<file path="config.mk">
export PLATFORM = sky130hd
export DESIGN_NAME = adc_capture_ctrl
export DESIGN_NICKNAME = d
export VERILOG_FILES = /design/src/rtl/adc_pkg.sv /design/src/rtl/adc_avg_window.sv /design/src/rtl/adc_capture_ctrl.sv
export SDC_FILE = /design/constraint.sdc
export NUM_CORES = 1
export LEC_CHECK = 0
export CORE_ASPECT_RATIO = 1.1
export CORE_UTILIZATION = 45
export DETAILED_ROUTE_END_ITERATION = 10
export PLACE_DENSITY = 0.73
export SLEW_MARGIN = 20
export SYNTH_ARGS = -nofsm -noshare
export SYNTH_HDL_FRONTEND = slang
export SYNTH_SLANG_ARGS = --single-unit
</file>
<file path="constraint.sdc">
create_clock -name clk -period 6.1 [get_ports clk]
set_input_delay 1.22 -clock clk [delete_from_list [all_inputs] [get_ports clk]]
set_output_delay 1.22 -clock clk [all_outputs]
set_load 0.02 [all_outputs]
</file>
<file path="src/rtl/adc_pkg.sv">
// Shared definitions for the ADC capture path.
//  ADC_W          width of one ADC conversion result
//  CSR_STOP_WORD  sequencer CSR word that halts conversion
//  state_t        capture controller states
package adc_pkg;

    localparam int          ADC_W         = 12;
    localparam logic [31:0] CSR_STOP_WORD = 32'h0;

    typedef enum logic [2:0] {
        IDLE,
        WAIT_LOCK,
        CFG_RUN,
        CAPTURE,
        CFG_STOP,
        DONE
    } state_t;

endpackage

</file>
<file path="src/rtl/adc_avg_window.sv">
// Windowed average of captured ADC samples.
// Sums 2**AVG_LOG2 consecutive samples, then publishes sum >> AVG_LOG2 (truncated)
// and restarts the sum from zero. avg_out/led hold between windows and captures.
//  clk, rst       clock, async active-low reset
//  clear          drop any partial window (start of a new capture)
//  sample_valid   sample is part of the capture
//  sample         ADC sample
//  avg_out        latest window average
//  avg_valid      1-cycle pulse when avg_out updates
//  led            avg_out[11:4]
module adc_avg_window
    import adc_pkg::*;
#(
    parameter int AVG_LOG2 = 4
) (
    input  logic             clk,
    input  logic             rst,
    input  logic             clear,
    input  logic             sample_valid,
    input  logic [ADC_W-1:0] sample,
    output logic [ADC_W-1:0] avg_out,
    output logic             avg_valid,
    output logic [7:0]       led
);

    localparam int               ACC_W = ADC_W + AVG_LOG2;
    localparam int               CNT_W = AVG_LOG2 + 1;
    localparam logic [CNT_W-1:0] LAST  = CNT_W'((2 ** AVG_LOG2) - 1);

    logic [ACC_W-1:0] acc;
    logic [CNT_W-1:0] cnt;
    logic [ACC_W-1:0] sum;
    logic [ACC_W-1:0] shifted;

    // The window's full sum never exceeds ACC_W bits, so no overflow is possible.
    always_comb begin
        sum     = acc + ACC_W'(sample);
        shifted = sum >> AVG_LOG2;
    end

    always_ff @(posedge clk or negedge rst) begin
        if (!rst) begin
            acc       <= '0;
            cnt       <= '0;
            avg_out   <= '0;
            avg_valid <= 1'b0;
            led       <= '0;
        end else begin
            avg_valid <= 1'b0;
            if (clear) begin
                acc <= '0;
                cnt <= '0;
            end else if (sample_valid) begin
                if (cnt == LAST) begin
                    avg_out   <= shifted[ADC_W-1:0];
                    led       <= shifted[ADC_W-1 -: 8];
                    avg_valid <= 1'b1;
                    acc       <= '0;
                    cnt       <= '0;
                end else begin
                    acc <= sum;
                    cnt <= cnt + 1'b1;
                end
            end
        end
    end

endmodule

</file>
<file path="src/rtl/adc_capture_ctrl.sv">
// ADC capture sequencer: waits for PLL lock, starts the ADC sequencer via its CSR,
// streams valid samples into RAM at an incrementing (wrapping) address, stops the
// sequencer after NUM_SAMPLES (one-shot), on stop, or on PLL lock loss, and feeds
// captured samples to a windowed averager that drives the LEDs.
//  clk, rst                      clock, async active-low reset
//  start, stop, continuous       capture control (stop wins over start)
//  pll_locked                    ADC PLL lock
//  csr_address/write/writedata   sequencer CSR master
//  adc_valid, adc_data           ADC response stream
//  ram_addr, ram_data, ram_wren  RAM write port
//  avg_out, avg_valid, led       window average
//  busy, done, lock_lost         status
module adc_capture_ctrl
    import adc_pkg::*;
#(
    parameter int          ADDR_W       = 8,
    parameter int          NUM_SAMPLES  = 256,
    parameter int          AVG_LOG2     = 4,
    parameter logic [31:0] CSR_RUN_WORD = 32'h3
) (
    input  logic              clk,
    input  logic              rst,
    input  logic              start,
    input  logic              stop,
    input  logic              continuous,
    input  logic              pll_locked,
    output logic              csr_address,
    output logic              csr_write,
    output logic [31:0]       csr_writedata,
    input  logic              adc_valid,
    input  logic [ADC_W-1:0]  adc_data,
    output logic [ADDR_W-1:0] ram_addr,
    output logic [ADC_W-1:0]  ram_data,
    output logic              ram_wren,
    output logic [ADC_W-1:0]  avg_out,
    output logic              avg_valid,
    output logic [7:0]        led,
    output logic              busy,
    output logic              done,
    output logic              lock_lost
);

    // One extra bit so NUM_SAMPLES == 2**ADDR_W is representable.
    localparam int               CNT_W       = ADDR_W + 1;
    localparam logic [CNT_W-1:0] LAST_SAMPLE = CNT_W'(NUM_SAMPLES - 1);

    state_t            state;
    logic [ADDR_W-1:0] wr_addr;
    logic [CNT_W-1:0]  sample_cnt;
    logic              cont_mode;
    logic              capture_sample;
    logic              enter_run;

    assign csr_address    = 1'b0;
    assign capture_sample = (state == CAPTURE) && adc_valid;
    assign enter_run      = (state == WAIT_LOCK) && !stop && pll_locked;

    always_ff @(posedge clk or negedge rst) begin
        if (!rst) begin
            state         <= IDLE;
            csr_write     <= 1'b0;
            csr_writedata <= '0;
            ram_addr      <= '0;
            ram_data      <= '0;
            ram_wren      <= 1'b0;
            busy          <= 1'b0;
            done          <= 1'b0;
            lock_lost     <= 1'b0;
            wr_addr       <= '0;
            sample_cnt    <= '0;
            cont_mode     <= 1'b0;
        end else begin
            // NOTE: strobes get a default at the top of the clocked block; each
            // branch below only states what differs in that cycle.
            csr_write     <= 1'b0;
            csr_writedata <= '0;
            ram_wren      <= 1'b0;

            // A sample is written even in the cycle that leaves CAPTURE.
            if (capture_sample) begin
                ram_wren   <= 1'b1;
                ram_addr   <= wr_addr;
                ram_data   <= adc_data;
                wr_addr    <= wr_addr + 1'b1;
                sample_cnt <= sample_cnt + 1'b1;
            end

            // NOTE: non-blocking (<=) everywhere here so every decision uses the
            // pre-edge register values regardless of statement order.
            case (state)
                IDLE, DONE: begin
                    if (start && !stop) begin
                        state     <= WAIT_LOCK;
                        busy      <= 1'b1;
                        done      <= 1'b0;
                        lock_lost <= 1'b0;
                    end
                end
                WAIT_LOCK: begin
                    if (stop) begin
                        state         <= CFG_STOP;
                        csr_write     <= 1'b1;
                        csr_writedata <= CSR_STOP_WORD;
                    end else if (enter_run) begin
                        state         <= CFG_RUN;
                        csr_write     <= 1'b1;
                        csr_writedata <= CSR_RUN_WORD;
                        wr_addr       <= '0;
                        sample_cnt    <= '0;
                        lock_lost     <= 1'b0;
                        cont_mode     <= continuous;
                    end
                end
                CFG_RUN: state <= CAPTURE;
                CAPTURE: begin
                    if (stop || !pll_locked ||
                        (!cont_mode && capture_sample && sample_cnt == LAST_SAMPLE)) begin
                        state         <= CFG_STOP;
                        csr_write     <= 1'b1;
                        csr_writedata <= CSR_STOP_WORD;
                        if (!stop && !pll_locked)
                            lock_lost <= 1'b1;
                    end
                end
                CFG_STOP: begin
                    state <= DONE;
                    busy  <= 1'b0;
                    done  <= 1'b1;
                end
                default: begin
                    state <= IDLE;
                    busy  <= 1'b0;
                    done  <= 1'b0;
                end
            endcase
        end
    end

    adc_avg_window #(
        .AVG_LOG2(AVG_LOG2)
    ) u_avg (
        .clk         (clk),
        .rst         (rst),
        .clear       (enter_run),
        .sample_valid(capture_sample),
        .sample      (adc_data),
        .avg_out     (avg_out),
        .avg_valid   (avg_valid),
        .led         (led)
    );

endmodule
</file>
==> key figures <==
Final layout
  • Layout fillers: about 830
  • Ant diodes: 0
  • Footprint of the multi-input gates: between 0.002 and 0.0025 mm^2
  • Layout cell share with drive strength beyond 1: 0.0748
  • Seq. cell area: 0.00203 mm^2
  • Most frequent cells in the layout: nand2_1, dfrtp_1, clkdlybuf4s50_1
  • Layout area overhead: 17.5%
  • Commonest non-fill, non-tap cell in the layout: nand2_1
  • Final #Nets: ~540

Global routing
  • Initial antenna violation count: 0
  • Tot GR Track Use: 0.185
  • Number of global-route vias before repair: between 3000 and 4000
  • First-pass GRT wire length: 14600 um
  • Overflow after GRT: 0
  • Pin count of the biggest net entering global routing: between 80 and 90

Synth
  • Sequential area share after synthesis: 0.469
  • Mapped Area: between 0.004 and 0.005 mm^2
  • Post-synth top flop: dfrtp_1
  • Async SR Flop Fraction: 1.00
  • Post-synth EDFFs: 0
  • Synth Warn #: 0
  • Flops & latches, synth: 81
  • Avg Inst Size Synth: a little under 10 um^2
  • Synth cell types: 61
  • Post-Syn Instances: between 400 and 500

Place
  • Place WS: roughly 2.4 ns
  • IO buf count: 66
  • Routability cong.: ~0.91
  • Dpl hpwl: approximately 6000 um

Clock network
  • Post-cts gate resize count: 0
  • Clk sink count: just over 80
  • Clock transition at path regs: 0.08 ns
  • CTS buffer count: 9
  • Post-CTS setup buffers: 0
  • Clock Latency Late Sink: ~0.35 ns
  • Max Root-Sink Buffers: 2
  • Cts hold-fix bufs: 0
  • Root Driver: clkbuf_8
  • CTS tree: built
  • H-tree levels: 3

Power and ir drop
  • Sequential share of power: 0.388
  • Clock power frac: 0.199
  • Comb pwr share: 0.413
  • VDD IR max: just over 0.2 mV
  • Switch Pwr: between 700 and 800 uW
  • Power density over cell area: 388 mW/mm^2
  • Leak: around 0.0024 uW
  • Sw frac: 0.386
  • Final Power: slightly below 2000 uW
  • Internal: around 1200 uW

Timing
  • Worst Tran Pin Value: around 0.72 ns
  • Setup violations, final: 0
  • Slew Limit Fails: 0
  • RSZ-0062 raised after global routing: false
  • Worst rel slew slack: 0.517
  • Period utilization: 0.543
  • Period minus WS final: between 3 and 4 ns
  • Hold Fails Final Rpt: 0
  • Fin Setup TNS: 0 ns
  • Max Clock Freq: 302 MHz
  • Final worst slack: roughly 2.8 ns
  • Skew final: ~0.0080 ns

Drt
  • DRC errors left: 0
  • First-pass iteration count of the detailed router: 4
  • Avg Vias per Cell: a little over 5
  • DRT iter0 DRCs: roughly 140
  • Wirelength, routed: between 8000 and 9000 um
  • Remaining antenna violation count after routing: 0
  • Vias: between 3000 and 4000
  • Avg WL per Cell: 13.8 um

Setup path
  • Critical path class: in2reg
  • Crit-path max cell delay: approximately 0.49 ns
  • R2R depth: 6
  • Startpoint Class: primary input
  • Worst-path fanout max: 4
  • CP Cell Sequence: clkdlybuf4s50_1 -> ha_1 -> inv_1 -> fa_1 -> and2b_1 -> o2111ai_2 -> nand3_1 -> a311oi_2 -> or3_1 -> a31oi_1
  • CP Data Required Time: between 6 and 7 ns
  • Crit path capture type: flop
  • Worst EP arrival: 3.58 ns
  • CP max-delay cell: clkdlybuf4s50_1

Die
  • Die Area: 0.0100 mm^2
  • Cell row count: 37
  • Chip width: approximately 95 um
  • Starting Density: 0.463
  • Die Ht: 105 um
  • Io pins: between 90 and 100
  • CORE AREA: roughly 0.0094 mm^2

Outcome
  • Outcome: finished, final reports clean

Min path
  • Hold Crit Class: reg2reg
  • Hold path depth: 2

Flow run
  • Max Cap Violations: 0
kinds of logic (layout without fill, tap and decap cells):
kind of cell               count (synthesis)  in the layout  synth area share
muxes                                      6              6            0.0153
and+or+nand+nor                          166            166             0.175
AOI/OAI and AO/OA                         88             88             0.144
DFF                                       81             81             0.469
adders and majority gates                 17             17            0.0509
other                                      1             31          0.000867
buffers and inverters                     65             94            0.0949
xor gates and xnor gates                  25             25            0.0506
flip-flops by register name, summed over array words and instances, names as in the netlist:
register and flops:
csr_writedata 1, lock_lost 1, u_avg.avg_valid 1, u_avg.acc 16
state 3, ram_wren 1, csr_write 1, ram_addr 8
wr_addr 8, busy 1, cont_mode 1, ram_data 12
u_avg.cnt 5, sample_cnt 9, done 1, u_avg.avg_out 4
u_avg.led 8
final cells by class:
class,instances,area share
Clock buffer,11,0.0278
Clock inverter,5,0.0108
Inverter,12,0.00985
Multi-Input combinational cell,333,0.394
Sequential cell,81,0.399
Tap cell,117,0.0288
Timing Repair Buffer,66,0.130
power by group through the flow:
stage	Clock, uW	Sequential [uW]	Combinational [uW]
4_1_cts	402	764	817
5_1_grt	424	782	905
3_5_place_dp	0	774	812
3_3_place_gp	0	769	794
2_1_floorplan	0	808	534
6_report	393	765	815
final timing paths:
path                                               from                      endpoint  slack, ns
worst max register to register     state[0]$_DFFE_PN0P_  u_avg.avg_out[3]$_DFFE_PN0P_       3.51
min in group asynchronous                           rst       ram_addr[5]$_DFFE_PN0P_       0.89
worst min register to register  ram_addr[7]$_DFFE_PN0P_       ram_addr[7]$_DFFE_PN0P_       0.48
max in group asynchronous                           rst  u_avg.avg_out[0]$_DFFE_PN0P_       4.71
worst min-delay path            ram_addr[7]$_DFFE_PN0P_       ram_addr[7]$_DFFE_PN0P_       0.48
worst max-delay path                        adc_data[0]      u_avg.led[6]$_DFFE_PN0P_       2.79
worst max-delay path: cells and delay by family:
| kind | cells | cell delay (ns) |
|---|---|---|
| AOI/OAI and AO/OA | 3 | 0.46 |
| adders and majority gates | 2 | 0.58 |
| buffers and inverters | 2 | 0.54 |
| and+or+nand+nor | 3 | 0.78 |
Yosys cell counts (6+ instances only):
cell | n | area share
a21oi_1 | 15 | 0.017
a22o_1 | 11 | 0.022
nand2_1 | 100 | 0.087
ha_1 | 16 | 0.046
xnor2_1 | 9 | 0.018
buf_2 | 6 | 0.0069
nor2_1 | 24 | 0.021
a31oi_1 | 6 | 0.0087
xor2_1 | 16 | 0.032
dfrtp_1 | 81 | 0.47
nand3_1 | 9 | 0.010
inv_1 | 9 | 0.0078
o21ai_0 | 20 | 0.023
buf_4 | 41 | 0.071
stage by stage:
step                       util  std cells  area, um^2  hold slack [ns]
after floorplan               -        479        4440            0.454
after global placement    0.522        609        4880            0.463
after detailed placement  0.522        609        4880            0.463
after CTS                 0.543        625        5080            0.489
after global routing      0.543        625        5080            0.502
final                     0.543        625        5080            0.482
routing by layer:
layer	GRT usage	wire [um]
met3	0.0408	365
met2	0.292	4250
met4	0.0640	123
met1	0.249	3880
met5	0	0
Note: power is estimated with default switching activity, not from simulation.
